`src/rtl/fp_pkg.sv`:
```
// Shared widths, constants and the unpacked-float view for the FP add datapath.
package fp_pkg;
    localparam int unsigned EXP_W   = 8;
    localparam int unsigned MAN_W   = 23;
    localparam int unsigned WF_W    = MAN_W + 4;      // hidden, mantissa, G, R, S
    localparam int unsigned SUM_W   = WF_W + 1;       // plus carry
    localparam int unsigned FP_W    = 1 + EXP_W + MAN_W;
    localparam int unsigned LSB_BIT = 3;
    localparam int unsigned G_BIT   = 2;
    localparam int unsigned R_BIT   = 1;
    localparam int unsigned S_BIT   = 0;

    localparam logic [FP_W-1:0]  QNAN    = 32'h7FC0_0000;
    localparam logic [EXP_W-1:0] EXP_MAX = {EXP_W{1'b1}};

    typedef struct packed {
        logic             sign;
        logic [EXP_W-1:0] exp;
        logic [MAN_W-1:0] frac;
    } fp_t;
endpackage

```
`src/rtl/fp_shift_sticky.sv`:
```
// Combinational right shifter that folds every shifted-out bit into bit 0.
module fp_shift_sticky
    import fp_pkg::*;
#(
    parameter int unsigned W     = WF_W,
    parameter int unsigned AMT_W = 8
) (
    input  logic [W-1:0]     data_i,
    input  logic [AMT_W-1:0] amt_i,
    output logic [W-1:0]     data_o
);
    logic [W-1:0] shifted;
    logic [W-1:0] lost_mask;
    logic         lost;

    always_comb begin
        shifted   = '0;
        lost_mask = '0;
        lost      = |data_i;
        if (32'(amt_i) < W) begin
            shifted   = data_i >> amt_i;
            lost_mask = ~({W{1'b1}} << amt_i);
            lost      = |(data_i & lost_mask);
        end
        data_o = {shifted[W-1:1], shifted[0] | lost};
    end
endmodule

```
`src/rtl/fp_add_datapath.sv`:
```
// Datapath for IEEE single add/subtract driven one micro-op strobe at a time
// by an external control unit; returns expDiff/carry/fracResult status.
module fp_add_datapath
    import fp_pkg::*;
(
    input  logic              clk,
    input  logic              rst,
    input  logic [FP_W-1:0]   opA,
    input  logic [FP_W-1:0]   opB,
    input  logic              load,
    input  logic              align_en,
    input  logic              add_en,
    input  logic              norm_en,
    input  logic              round_en,
    input  logic              smallerExpSrc,
    input  logic [7:0]        shiftRightQtt,
    input  logic              shift_src,
    input  logic              normalization_src,
    input  logic              done,
    output logic [EXP_W-1:0]  expDiff,
    output logic              carry,
    output logic [WF_W-1:0]   fracResult,
    output logic [FP_W-1:0]   result,
    output logic              result_valid,
    output logic              overflow,
    output logic              underflow
);
    fp_t a_in, b_in;
    assign a_in = fp_t'(opA);
    assign b_in = fp_t'(opB);

    logic             sign_a_q, sign_a_d, sign_b_q, sign_b_d, sign_q, sign_d;
    logic [EXP_W-1:0] exp_a_q, exp_a_d, exp_b_q, exp_b_d, exp_q, exp_d, diff_q, diff_d;
    logic [WF_W-1:0]  frac_a_q, frac_a_d, frac_b_q, frac_b_d;
    logic [SUM_W-1:0] sum_q, sum_d, rnd_q, rnd_d;
    logic             special_q, special_d;
    logic [FP_W-1:0]  special_res_q, special_res_d, result_q, result_d;
    logic             valid_q, valid_d, ovf_q, ovf_d, unf_q, unf_d, done_q;

    logic             nan_a, nan_b, inf_a, inf_b, round_up, done_rise;
    logic [WF_W-1:0]  align_in, align_out;
    logic [SUM_W-1:0] norm_val, norm_right, norm_new;
    logic [2:0]       grs;

    assign nan_a = (&a_in.exp) && (|a_in.frac);
    assign nan_b = (&b_in.exp) && (|b_in.frac);
    assign inf_a = (&a_in.exp) && !(|a_in.frac);
    assign inf_b = (&b_in.exp) && !(|b_in.frac);

    assign align_in = smallerExpSrc ? frac_b_q : frac_a_q;
    fp_shift_sticky #(.W(WF_W), .AMT_W(8)) u_align (
        .data_i (align_in),
        .amt_i  (shiftRightQtt),
        .data_o (align_out)
    );

    assign norm_val = normalization_src ? rnd_q : sum_q;
    fp_shift_sticky #(.W(SUM_W), .AMT_W(1)) u_norm (
        .data_i (norm_val),
        .amt_i  (1'b1),
        .data_o (norm_right)
    );

    assign grs       = {sum_q[G_BIT], sum_q[R_BIT], sum_q[S_BIT]};
    assign round_up  = (grs > 3'd4) || ((grs == 3'd4) && sum_q[LSB_BIT]);
    assign done_rise = done && !done_q;

    // Next-state for every register; load wins, then align, add, round, norm.
    always_comb begin
        sign_a_d      = sign_a_q;
        sign_b_d      = sign_b_q;
        sign_d        = sign_q;
        exp_a_d       = exp_a_q;
        exp_b_d       = exp_b_q;
        exp_d         = exp_q;
        diff_d        = diff_q;
        frac_a_d      = frac_a_q;
        frac_b_d      = frac_b_q;
        sum_d         = sum_q;
        rnd_d         = rnd_q;
        special_d     = special_q;
        special_res_d = special_res_q;
        result_d      = result_q;
        ovf_d         = ovf_q;
        unf_d         = unf_q;
        norm_new      = norm_val;
        valid_d       = done_rise;

        if (load) begin
            sign_a_d  = a_in.sign;
            sign_b_d  = b_in.sign;
            exp_a_d   = a_in.exp;
            exp_b_d   = b_in.exp;
            frac_a_d  = {|a_in.exp, a_in.frac, 3'b000};
            frac_b_d  = {|b_in.exp, b_in.frac, 3'b000};
            diff_d    = a_in.exp - b_in.exp;
            ovf_d     = 1'b0;
            unf_d     = 1'b0;
            special_d = 1'b1;
            if (nan_a || nan_b || (inf_a && inf_b && (a_in.sign != b_in.sign)))
                special_res_d = QNAN;
            else if (inf_a)
                special_res_d = opA;
            else if (inf_b)
                special_res_d = opB;
            else
                special_d = 1'b0;
        end else if (!special_q) begin
            if (align_en) begin
                if (smallerExpSrc) begin
                    frac_b_d = align_out;
                    exp_d    = exp_a_q;
                end else begin
                    frac_a_d = align_out;
                    exp_d    = exp_b_q;
                end
            end else if (add_en) begin
                rnd_d = '0;
                if (sign_a_q == sign_b_q) begin
                    sum_d  = {1'b0, frac_a_q} + {1'b0, frac_b_q};
                    sign_d = sign_a_q;
                end else begin
                    if (frac_a_q >= frac_b_q) begin
                        sum_d  = {1'b0, frac_a_q - frac_b_q};
                        sign_d = sign_a_q;
                    end else begin
                        sum_d  = {1'b0, frac_b_q - frac_a_q};
                        sign_d = sign_b_q;
                    end
                    if (sum_d == '0)
                        sign_d = 1'b0;
                end
            end else if (round_en) begin
                rnd_d = round_up ? sum_q + SUM_W'(8) : sum_q;
            end else if (norm_en) begin
                if (norm_val == '0) begin
                    exp_d = '0;
                end else begin
                    if (shift_src) begin
                        if (exp_q + EXP_W'(1) == EXP_MAX) begin
                            norm_new = '0;
                            exp_d    = EXP_MAX;
                            ovf_d    = 1'b1;
                        end else begin
                            norm_new = norm_right;
                            exp_d    = exp_q + EXP_W'(1);
                        end
                    end else if (exp_q <= EXP_W'(1)) begin
                        norm_new = '0;
                        exp_d    = '0;
                        unf_d    = 1'b1;
                    end else begin
                        norm_new = norm_val << 1;
                        exp_d    = exp_q - EXP_W'(1);
                    end
                    if (normalization_src)
                        rnd_d = norm_new;
                    else
                        sum_d = norm_new;
                end
            end
        end

        if (done_rise)
            result_d = special_q ? special_res_q : {sign_q, exp_q, norm_val[MAN_W+2:LSB_BIT]};
    end

    always_ff @(posedge clk or posedge rst) begin
        if (rst) begin
            sign_a_q      <= 1'b0;
            sign_b_q      <= 1'b0;
            sign_q        <= 1'b0;
            exp_a_q       <= '0;
            exp_b_q       <= '0;
            exp_q         <= '0;
            diff_q        <= '0;
            frac_a_q      <= '0;
            frac_b_q      <= '0;
            sum_q         <= '0;
            rnd_q         <= '0;
            special_q     <= 1'b0;
            special_res_q <= '0;
            result_q      <= '0;
            valid_q       <= 1'b0;
            ovf_q         <= 1'b0;
            unf_q         <= 1'b0;
            done_q        <= 1'b0;
        end else begin
            sign_a_q      <= sign_a_d;
            sign_b_q      <= sign_b_d;
            sign_q        <= sign_d;
            exp_a_q       <= exp_a_d;
            exp_b_q       <= exp_b_d;
            exp_q         <= exp_d;
            diff_q        <= diff_d;
            frac_a_q      <= frac_a_d;
            frac_b_q      <= frac_b_d;
            sum_q         <= sum_d;
            rnd_q         <= rnd_d;
            special_q     <= special_d;
            special_res_q <= special_res_d;
            result_q      <= result_d;
            valid_q       <= valid_d;
            ovf_q         <= ovf_d;
            unf_q         <= unf_d;
            done_q        <= done;
        end
    end

    assign expDiff             = diff_q;
    assign {carry, fracResult} = norm_val;
    assign result              = result_q;
    assign result_valid        = valid_q;
    assign overflow            = ovf_q;
    assign underflow           = unf_q;
endmodule

```
`config.mk`:
```
export PLATFORM = sky130hd
export DESIGN_NAME = fp_add_datapath
export DESIGN_NICKNAME = d
export VERILOG_FILES = /design/src/rtl/fp_pkg.sv /design/src/rtl/fp_shift_sticky.sv /design/src/rtl/fp_add_datapath.sv
export SDC_FILE = /design/constraint.sdc
export NUM_CORES = 1
export LEC_CHECK = 0
export CORE_MARGIN = 8
export CORE_UTILIZATION = 30
export CTS_CLUSTER_SIZE = 40
export DETAILED_ROUTE_END_ITERATION = 6
export GPL_TIMING_DRIVEN = 0
export PLACE_DENSITY = 0.47
export SLEW_MARGIN = 25
export SYNTH_ARGS = -nofsm -noshare
export SYNTH_HDL_FRONTEND = slang
export SYNTH_HIERARCHICAL = 1
export SYNTH_SLANG_ARGS = --single-unit
```
`constraint.sdc`:
```
create_clock -name clk -period 6.15 [get_ports clk]
set_input_delay 0.615 -clock clk [delete_from_list [all_inputs] [get_ports clk]]
set_output_delay 0.615 -clock clk [all_outputs]
set_load 0.005 [all_outputs]
```
==> impl_metrics.ini, run 1 <==
[worst_hold_path]
whs_path_depth = 1
hold_path_class = register to register
hold_start = special_res_q[28]$_DFFE_PP0P_
hold_path_end = special_res_q[28]$_DFFE_PP0P_

[final_layout]
fillerInstances = 6371
final_nets = 2574
drive_above_1_share_pct = 10.1
area.growth.synth_to_final_pct = 19.4
mostFrequentLayoutCells = nand2_1, dfrtp_1, nor2_1, o21ai_0, clkdlybuf4s50_1
final_common_cell = nand2_1
diodes = 0

[routing]
drt-pass1-iter-count = 6
routed_wl_um = 76000
dr.first_iter.drc_count = 1168
wl_per_cell_um = 23.8
antenna_left = 0
post-route-drc-count = 0
viasPerCell = 5.51
via_count = 17600

[floorplan]
start_util_pct = 30.3
fp.dieH_um = 263
rows = 90
ios = 154
die_x_um = 263
fp.coreArea_mm2 = 0.0604
die_area_mm2 = 0.0691

[worst_setup_path]
critPathLaunchType = register
end_kind = register
reg2reg_slack_ps = 1350
crit_required_ps = 6600
critical_path_class = register to register
cp_data_arrival_time_ps = 5250
ff2ff_path_depth = 14
worstPathMaxFanout = 9
r2r_end = sign_q$_DFFE_PP0P_
timing.rr.start = frac_a_q[1]$_DFFE_PP0P_

[yosys]
seq_area_frac_synth_pct = 29.3
synth_edf_count = 0
syn_area_per_cell_um2 = 8.28
synth.net_count = 2388
netlist_area_mm2 = 0.0183
synth_ff_type = dfrtp_1
postSynth.asyncResetShare_pct = 100
ys_ff_latch = 214
ys_types = 92
syn_inst = 2209
ys_warn_count = 6

[timing]
rsz0062_at_grt = no
fin_crit_sh_pct = 78.1
slew_headroom_pct = 23.2
finalHoldViolations = 0
fin_skew_ps = 33.4
drv_slew = 0
finalSetupViolCount = 0
max_freq_ghz = 0.208
min_period_ps = 4800
finalSetupTns_ps = 0
worst_pin_slew_ps = 1140

[clocking]
clock_latency_ps = 570
clock-sinks = 214
numCtsBuffers = 27
post-cts-setup-buffer-count = 0
clock_tree.root_cell = clkbuf_16
cts_buffer_depth = 3
cts_tree = built
post_cts_resized = 0
path_clk_slew_ps = 60
htreeDepth = 1
cts_hold_buf = 0

[job]
maxCapViolations = 0

[place]
gp_congestion = 0.963
port_buffers = 148
dpl.hpwl_um = 62400

[global_route]
grtUsageMet2_pct = 36.6
grt_pass1_wl_um = 115000
antenna_found_initial = 0
grt_pass1_vias = 17800
met3_usage_pct = 2.22
busiest_layer = met2
gr-total-overflow = 0
grt_max_degree = 31
met1_usage_pct = 27.3
grtUsageTotal_pct = 21.3

[power_and_ir_drop]
p_sw_mw = 2.36
p_leak_nw = 9.10
p_clk_share_pct = 27.3
p_sw_share_pct = 39.0
power.density_mw_per_mm2 = 277
total_power_mw = 6.05
combPwrFrac_pct = 42.5
power.internal_mw = 3.69
peakVddDrop_mv = 0.223
pwr-share-seq_pct = 30.3

[outcome]
status = complete, no violations
==> sequential cells by signal, summed over array words and instances, names as in the netlist, 8 cells and up <==
register and cells:
result 32, special_res_q 32, exp_b_q 8, exp_a_q 8
rnd_q 28, expDiff 8, frac_b_q 27, exp_q 8
frac_a_q 27, sum_q 28
==> power by group through the flow <==
stage,registers (mW),logic (mW),clock network [mW]
5_1_grt,1.86,2.80,1.75
3_5_place_dp,1.85,2.55,0
4_1_cts,1.83,2.56,1.68
3_3_place_gp,1.85,2.53,0
6_report,1.83,2.57,1.65
2_1_floorplan,1.79,1.61,0
==> metal layers <==
layer | routed length [µm] | vias to the layer above
li1 | - | 8308
met2 | 36500 | 560
met5 | 0 | -
met1 | 33500 | 8597
met4 | 3210 | 0
met3 | 2810 | 134
==> how the worst max path moves through the flow <==
stage | startpoint | to | slack [ps]
4_1_cts | frac_a_q[1]$_DFFE_PP0P_ | sign_q$_DFFE_PP0P_ | 1340
2_1_floorplan | frac_a_q[1]$_DFFE_PP0P_ | sign_q$_DFFE_PP0P_ | 2520
3_3_place_gp | rst | frac_a_q[0]$_DFFE_PP0P_ | 790
5_1_grt | frac_a_q[1]$_DFFE_PP0P_ | sign_q$_DFFE_PP0P_ | 1300
3_5_place_dp | normalization_src | rnd_q[23]$_DFFE_PP0P_ | 1050
6_report | frac_a_q[1]$_DFFE_PP0P_ | sign_q$_DFFE_PP0P_ | 1350
==> synthesized netlist by cell type, types with 13 or more instances <==
library cell	n	area (µm²)
o211ai_1	14	105
o21ai_0	198	991
nor3_1	36	180
ha_1	92	1150
nand3_1	37	185
buf_1	17	63.8
and3_1	13	81.3
mux2_2	87	980
nor2_1	206	773
clkbuf_1	95	357
nand2b_1	18	113
a22oi_1	31	233
mux2_4	19	285
a31oi_1	18	113
dfrtp_1	214	5360
o31ai_1	28	210
a21oi_1	145	726
buf_2	22	110
nand2_1	256	961
and2_1	36	225
mux2i_1	90	901
a211oi_1	18	135
inv_1	104	390
mux4_2	19	428
xnor2_1	62	543
nand4_1	24	150
xor2_1	20	175
nor4_1	37	231
a21o_1	22	165
nor2b_1	17	106
o22ai_1	21	131
==> per-stage QoR <==
stage / std cells / hold WS (ps) / util [%] / setup WS [ps] / instance area (µm²)
3_5_place_dp: 3148 / 452 / 34.6 / 1050 / 20900
5_1_grt: 3195 / 481 / 36.2 / 1300 / 21800
6_report: 3195 / 465 / 36.2 / 1350 / 21800
3_3_place_gp: 3139 / 449 / 34.4 / 792 / 20700
4_1_cts: 3195 / 469 / 36.2 / 1340 / 21800
2_1_floorplan: 2209 / 434 / - / 2520 / 18300
==> final cells by class <==
cell class | instances | area [µm²] | share of cell area (%)
tap | 782 | 978 | 4.48
sequential | 214 | 5360 | 24.5
clock buffer | 37 | 773 | 3.54
multi-input combinational | 1740 | 11900 | 54.3
timing repair buffer | 157 | 1640 | 7.50
buffer | 149 | 687 | 3.15
inverter | 106 | 402 | 1.84
clock inverter | 10 | 136 | 0.625
==> critical path, stage by stage (launching register included) <==
cell	delay, ps
dfrtp_1	450
inv_1	210
ha_1	410
nand4_1	120
nor4_1	720
a31oi_1	320
o31a_1	190
buf_6	160
nand2_8	120
mux2_4	330
xnor2_1	200
or4b_1	520
nor4_1	420
nand4_1	220
o31a_1	280
==> kinds of logic after synthesis <==
kind of cell	Yosys count	synth area share [%]
XOR/XNOR	82	3.93
multiplexers	216	14.3
flip-flops	214	29.3
AND/OR/NAND/NOR	726	18.5
other	1	0.0205
AO/OA/AOI/OAI	619	21.3
buffers and inverters	255	5.93
adder cells (fa/ha/maj)	96	6.73
(Power assumes the default switching activity.)
==> inputs of run 2 (changes only) <==
clock period = 4.07 ns   (was 6.15 ns; I/O delays follow)
==> run 2 against run 1 <==
The run now ends with negative setup slack left. Register-to-register slack worse by 1400 ps. Design area is 1.0% higher. Flip-flop and latch count stayed put. Power is 53% higher. Worst setup slack worse by 1400 ps. Global-route usage is 0.052 points higher. Clock-buffer cell count stayed put. Clock power is 51% higher. First-iteration DRC count is 0.26% higher. Utilization is 0.38 points higher. Largest power group unchanged.
==> impl_metrics.ini, run 2 (synthesis gave the netlist of run 1 again) <==
[power_and_ir_drop]
pwr-share-seq_pct = 30.0
combPwrFrac_pct = 43.1
peakVddDrop_mv = 0.337
power.internal_mw = 5.63
p_clk_share_pct = 27.0
p_leak_nw = 9.23
p_sw_mw = 3.61
power.density_mw_per_mm2 = 419
p_sw_share_pct = 39.1

[final_layout]
fin_area_mm2 = 0.0220
final_common_cell = nand2_1
final_nets = 2580
drive_above_1_share_pct = 11.3
fin_cells = 3201
utilization_pct = 36.5
area.growth.synth_to_final_pct = 20.6
fillerInstances = 6352
mostFrequentLayoutCells = nand2_1, dfrtp_1, nor2_1, o21ai_0, clkdlybuf4s50_1
diodes = 0

[timing]
max_freq_ghz = 0.243
fin_skew_ps = 31.3
slew_headroom_pct = 23.1
drv_slew = 0
worst_pin_slew_ps = 1140
finalSetupTns_ps = -43.5
finalHoldViolations = 0
fin_crit_sh_pct = 101
rsz0062_at_grt = yes
setup_slack_ps = -43.5
finalSetupViolCount = 1
min_period_ps = 4110

[floorplan]
start_util_pct = 30.3
fp.coreArea_mm2 = 0.0604
ios = 154
die_x_um = 263
die_area_mm2 = 0.0691
fp.dieH_um = 263
rows = 90

[clocking]
path_clk_slew_ps = 60
htreeDepth = 1
cts_tree = built
numCtsBuffers = 27
clock-sinks = 214
clock_latency_ps = 570
cts_buffer_depth = 3
clock_tree.root_cell = clkbuf_16
cts_hold_buf = 0

[place]
port_buffers = 148
place_area_mm2 = 0.0209
dp.cells = 3148
dp_slack_ps = -819
dpl.hpwl_um = 62400
gp_congestion = 0.963

[routing]
via_count = 17600
post-route-drc-count = 0
wl_per_cell_um = 23.8
drt-pass1-iter-count = 6
dr.first_iter.drc_count = 1171
routed_wl_um = 76300
antenna_left = 0
viasPerCell = 5.48

[global_route]
grt_pass1_wl_um = 116000
antenna_found_initial = 0
grt_pass1_vias = 17800
grtUsageTotal_pct = 21.3
gr-total-overflow = 0
grt_max_degree = 31

[worst_hold_path]
hold_path_class = input pin to asynchronous set/reset pin

[outcome]
violations = negative setup slack
status = complete, but fails checks

[worst_setup_path]
slowest_delay_ps = 540
path_cells = inv_2 > ha_1 > nor2b_1 > o31a_1 > o2111a_1 > o21a_2 > buf_6 > a2111oi_2 > a21oi_2 > xnor2_1 > or4b_4 > nor4_4 > nand4_1 > o31a_1
r2r_end = sign_q$_DFFE_PP0P_
worstPathMaxFanout = 10
critPathLaunchType = register
timing.rr.start = frac_a_q[1]$_DFFE_PP0P_
critical_path_class = register to register
end_kind = register
crit_path_frequent_cell = o31a_1
reg2reg_slack_ps = -40
ff2ff_path_depth = 14
cp_data_arrival_time_ps = 4560
crit_start = frac_a_q[1]$_DFFE_PP0P_
crit_required_ps = 4520
critPathSlowestCell = or4b_4

[job]
maxCapViolations = 0
## run 2: cell types whose count changed in the layout (fill, tap and decap cells not counted), moves of 2 or more
cell and delta:
nor4_1 -2, nor4_4 +4, clkbuf_1 -5, buf_2 -3
buf_4 +8, nor4_2 -2, clkbuf_2 +6, xnor2_2 +2
buf_1 -2, xnor2_1 -2
## run 2: cell type report
type	count	area (µm²)	area share (%)
repair buffers	163	1690	7.68
clock inverters	10	136	0.619
multi-input cells	1740	12000	54.4
plain buffers	149	706	3.20
inverters	106	402	1.82
well taps	782	978	4.44
flip-flops and latches	214	5360	24.3
clock buffers	37	773	3.51
## run 2: layer usage
metal / wire (µm) / up-vias / GRT usage, %
li1: - / 8313 / -
met1: 33900 / 8596 / 27.3
met2: 36800 / 519 / 36.8
met3: 2570 / 125 / 2.18
met4: 3020 / 0 / 7.85
met5: 0 / - / 0
## run 2: critical path: cells and delay by family (launching register included)
family | cells | cell delay, ps
fa+ha+maj | 1 | 310
buf+inv | 2 | 330
xor+xnor | 1 | 240
flops | 1 | 460
compound gates | 6 | 1580
simple gates | 4 | 1080
## run 2: how the worst max path moves through the flow
stage,to,slack [ps],cells after the start
detailed placement,rnd_q[23]$_DFFE_PP0P_,-820,12
CTS,sign_q$_DFFE_PP0P_,-80,14
finish,sign_q$_DFFE_PP0P_,-40,14
floorplan,sign_q$_DFFE_PP0P_,440,14
global route,sign_q$_DFFE_PP0P_,-150,16
global placement,frac_a_q[0]$_DFFE_PP0P_,-1080,2
## run 2: power groups by stage
stage | Sequential (mW) | Clock (mW) | Combinational, mW
finish | 2.77 | 2.49 | 3.98
global route | 2.82 | 2.64 | 4.32
CTS | 2.76 | 2.55 | 3.93
detailed placement | 2.80 | 0 | 3.85
global placement | 2.79 | 0 | 3.82
floorplan | 2.71 | 0 | 2.43
## run 2: through the flow
stage,hold slack (ps),total power [mW]
floorplan,434,5.14
global placement,449,6.61
detailed placement,452,6.65
CTS,310,9.24
global route,314,9.77
finish,302,9.23
## run 2: timing repair
| item | CTS | global route |
|---|---|---|
| buffers inserted | 4 | 2 |
| pin swaps | 7 | 1 |
| endpoints found under the setup margin | 36 | 31 |
| resized for setup | 25 | 15 |
==> inputs of run 3 (changes only) <==
PLACE_DENSITY = not set   (was 0.47)
PLACE_DENSITY_LB_ADDON = 0.1   (was not set)
==> run 3 against run 2 <==
The run still ends with negative setup slack left. Non-clock buffer count is 1 higher. Largest cell class unchanged. Combinational power is essentially flat. Worst setup slack better by 11 ps. Clock skew down 17 ps. First-iteration DRC count is 7.7% higher.
==> impl_metrics.ini, run 3 (synthesis gave the netlist of run 1 again) <==
[floorplan]
fp.dieH_um = 263
die_area_mm2 = 0.0691
fp.coreArea_mm2 = 0.0604
ios = 154
die_x_um = 263
start_util_pct = 30.3
rows = 90

[final_layout]
utilization_pct = 36.7
drive_above_1_share_pct = 11.6
area.sequential_mm2 = 0.00536
mostFrequentLayoutCells = nand2_1, dfrtp_1, nor2_1, o21ai_0, clkdlybuf4s50_1
fillerInstances = 6254
area.growth.synth_to_final_pct = 21.2
multiInputGateArea_mm2 = 0.0120
final_common_cell = nand2_1
final_nets = 2582

[global_route]
antenna_found_initial = 1
grt_pass1_wl_um = 117000
grt_max_degree = 31
grt_pass1_vias = 18000
gr-total-overflow = 0
grtUsageTotal_pct = 21.5

[worst_setup_path]
slowest_delay_ps = 540
crit_required_ps = 4510
critPathLaunchType = register
timing.rr.start = frac_a_q[1]$_DFFE_PP0P_
critical-path-top-delay-family = compound AO/OA/AOI/OAI gates
ff2ff_path_depth = 14
crit_start = frac_a_q[1]$_DFFE_PP0P_
reg2reg_slack_ps = -30
cp.depth = 14
r2r_end = sign_q$_DFFE_PP0P_
critPathCapture = sign_q$_DFFE_PP0P_
path_cells = inv_2 > ha_1 > nor2b_1 > o31a_1 > o2111a_1 > o21a_2 > buf_6 > a2111oi_2 > a21oi_2 > xnor2_1 > or4b_4 > nor4_4 > nand4_1 > o31a_1
cp_data_arrival_time_ps = 4540
critPathSlowestCell = or4b_4
crit_path_frequent_cell = o31a_1
cp.buffers_inverters = 2
worstPathMaxFanout = 10
critical_path_class = register to register
end_kind = register

[power_and_ir_drop]
p_leak_nw = 9.26
p_sw_share_pct = 38.6
pwr-share-seq_pct = 29.5
power.density_mw_per_mm2 = 424
power.internal_mw = 5.77
p_sw_mw = 3.63
p_clk_share_pct = 28.0
combPwrFrac_pct = 42.5
peakVddDrop_mv = 0.308

[routing]
routed_wl_um = 77300
dr.first_iter.drc_count = 1261
post-route-drc-count = 0
drt-pass1-iter-count = 5
antenna_left = 0
via_count = 17600
viasPerCell = 5.50
wl_per_cell_um = 24.1

[timing]
rsz0062_at_grt = yes
min_period_ps = 4100
drv_slew = 0
finalHoldViolations = 0
setup_slack_ps = -32.1
hold_ws_ps = 188
max_freq_ghz = 0.244
slew_headroom_pct = 24.6
finalSetupViolCount = 1
fin_skew_ps = 13.8
finalSetupTns_ps = -32.1
worst_pin_slew_ps = 1120
fin_crit_sh_pct = 101

[clocking]
clock_latency_ps = 560
clock-sinks = 214
cts_hold_buf = 0
cts_tree = built
numCtsBuffers = 28
cts_buffer_depth = 3
htreeDepth = 1
path_clk_slew_ps = 60
clock_tree.root_cell = clkbuf_16

[place]
gp_congestion = 0.939
port_buffers = 148
dpl.hpwl_um = 63100
dp_slack_ps = -833

[job]
maxCapViolations = 0

[outcome]
status = complete, but fails checks
violations = negative setup slack

[worst_hold_path]
hold_path_class = input pin to asynchronous set/reset pin
run 3: changes by cell type in the layout (fill, tap and decap cells not counted), moves of 2 or more:
cell	delta
nor4_2	+2
clkbuf_2	-2
nor4_4	-2
o21ai_1	-2
dfrtp_2	+2
dfrtp_1	-2
clkbuf_1	+2
clkinvlp_4	-2
run 3: final cells by class:
| class | instances | area share, % |
|---|---|---|
| Multi-Input combinational cell | 1740 | 54.2 |
| Antenna cell | 1 | 0.0113 |
| Buffer | 147 | 3.15 |
| Inverter | 106 | 1.81 |
| Clock inverter | 9 | 0.717 |
| Sequential cell | 214 | 24.2 |
| Tap cell | 782 | 4.42 |
| Timing Repair Buffer | 166 | 7.84 |
| Clock buffer | 41 | 3.70 |
run 3: worst min path at each step:
stage	from	cells after the start	endpoint	slack [ps]
after floorplan	special_res_q[23]$_DFFE_PP0P_	1	special_res_q[23]$_DFFE_PP0P_	430
after global placement	special_res_q[23]$_DFFE_PP0P_	1	special_res_q[23]$_DFFE_PP0P_	450
after detailed placement	special_res_q[23]$_DFFE_PP0P_	1	special_res_q[23]$_DFFE_PP0P_	450
after CTS	rst	2	result[3]$_DFFE_PP0P_	180
after global routing	rst	2	result[2]$_DFFE_PP0P_	200
final	rst	2	result[2]$_DFFE_PP0P_	190
run 3: metal layers:
metal	track usage, %	vias to the layer above	share of wire, %
met5	0	-	0
met4	8.61	0	4.2
met3	1.96	126	3.7
met2	37.2	535	48
met1	27.3	8639	44
li1	-	8334	-
run 3: power by group through the flow:
stage | clock [mW] | sequential (mW) | combinational, mW
floorplan | 0 | 2.71 | 2.43
global placement | 0 | 2.79 | 3.83
detailed placement | 0 | 2.80 | 3.86
CTS | 2.69 | 2.76 | 3.92
global route | 2.78 | 2.82 | 4.33
finish | 2.63 | 2.77 | 3.99
run 3: repair_timing:
action                                  4_1_cts  5_1_grt
buffers inserted                              3        5
resized for setup                            21       20
endpoints found under the setup margin       40       41
pin swaps                                     4        5
run 3: metrics by stage:
step	cell area (µm²)	std cells	power [mW]
after floorplan	18300	2209	5.14
after global placement	20700	3139	6.62
after detailed placement	20900	3149	6.66
after CTS	22000	3200	9.38
after global routing	22200	3206	9.93
final	22200	3206	9.40
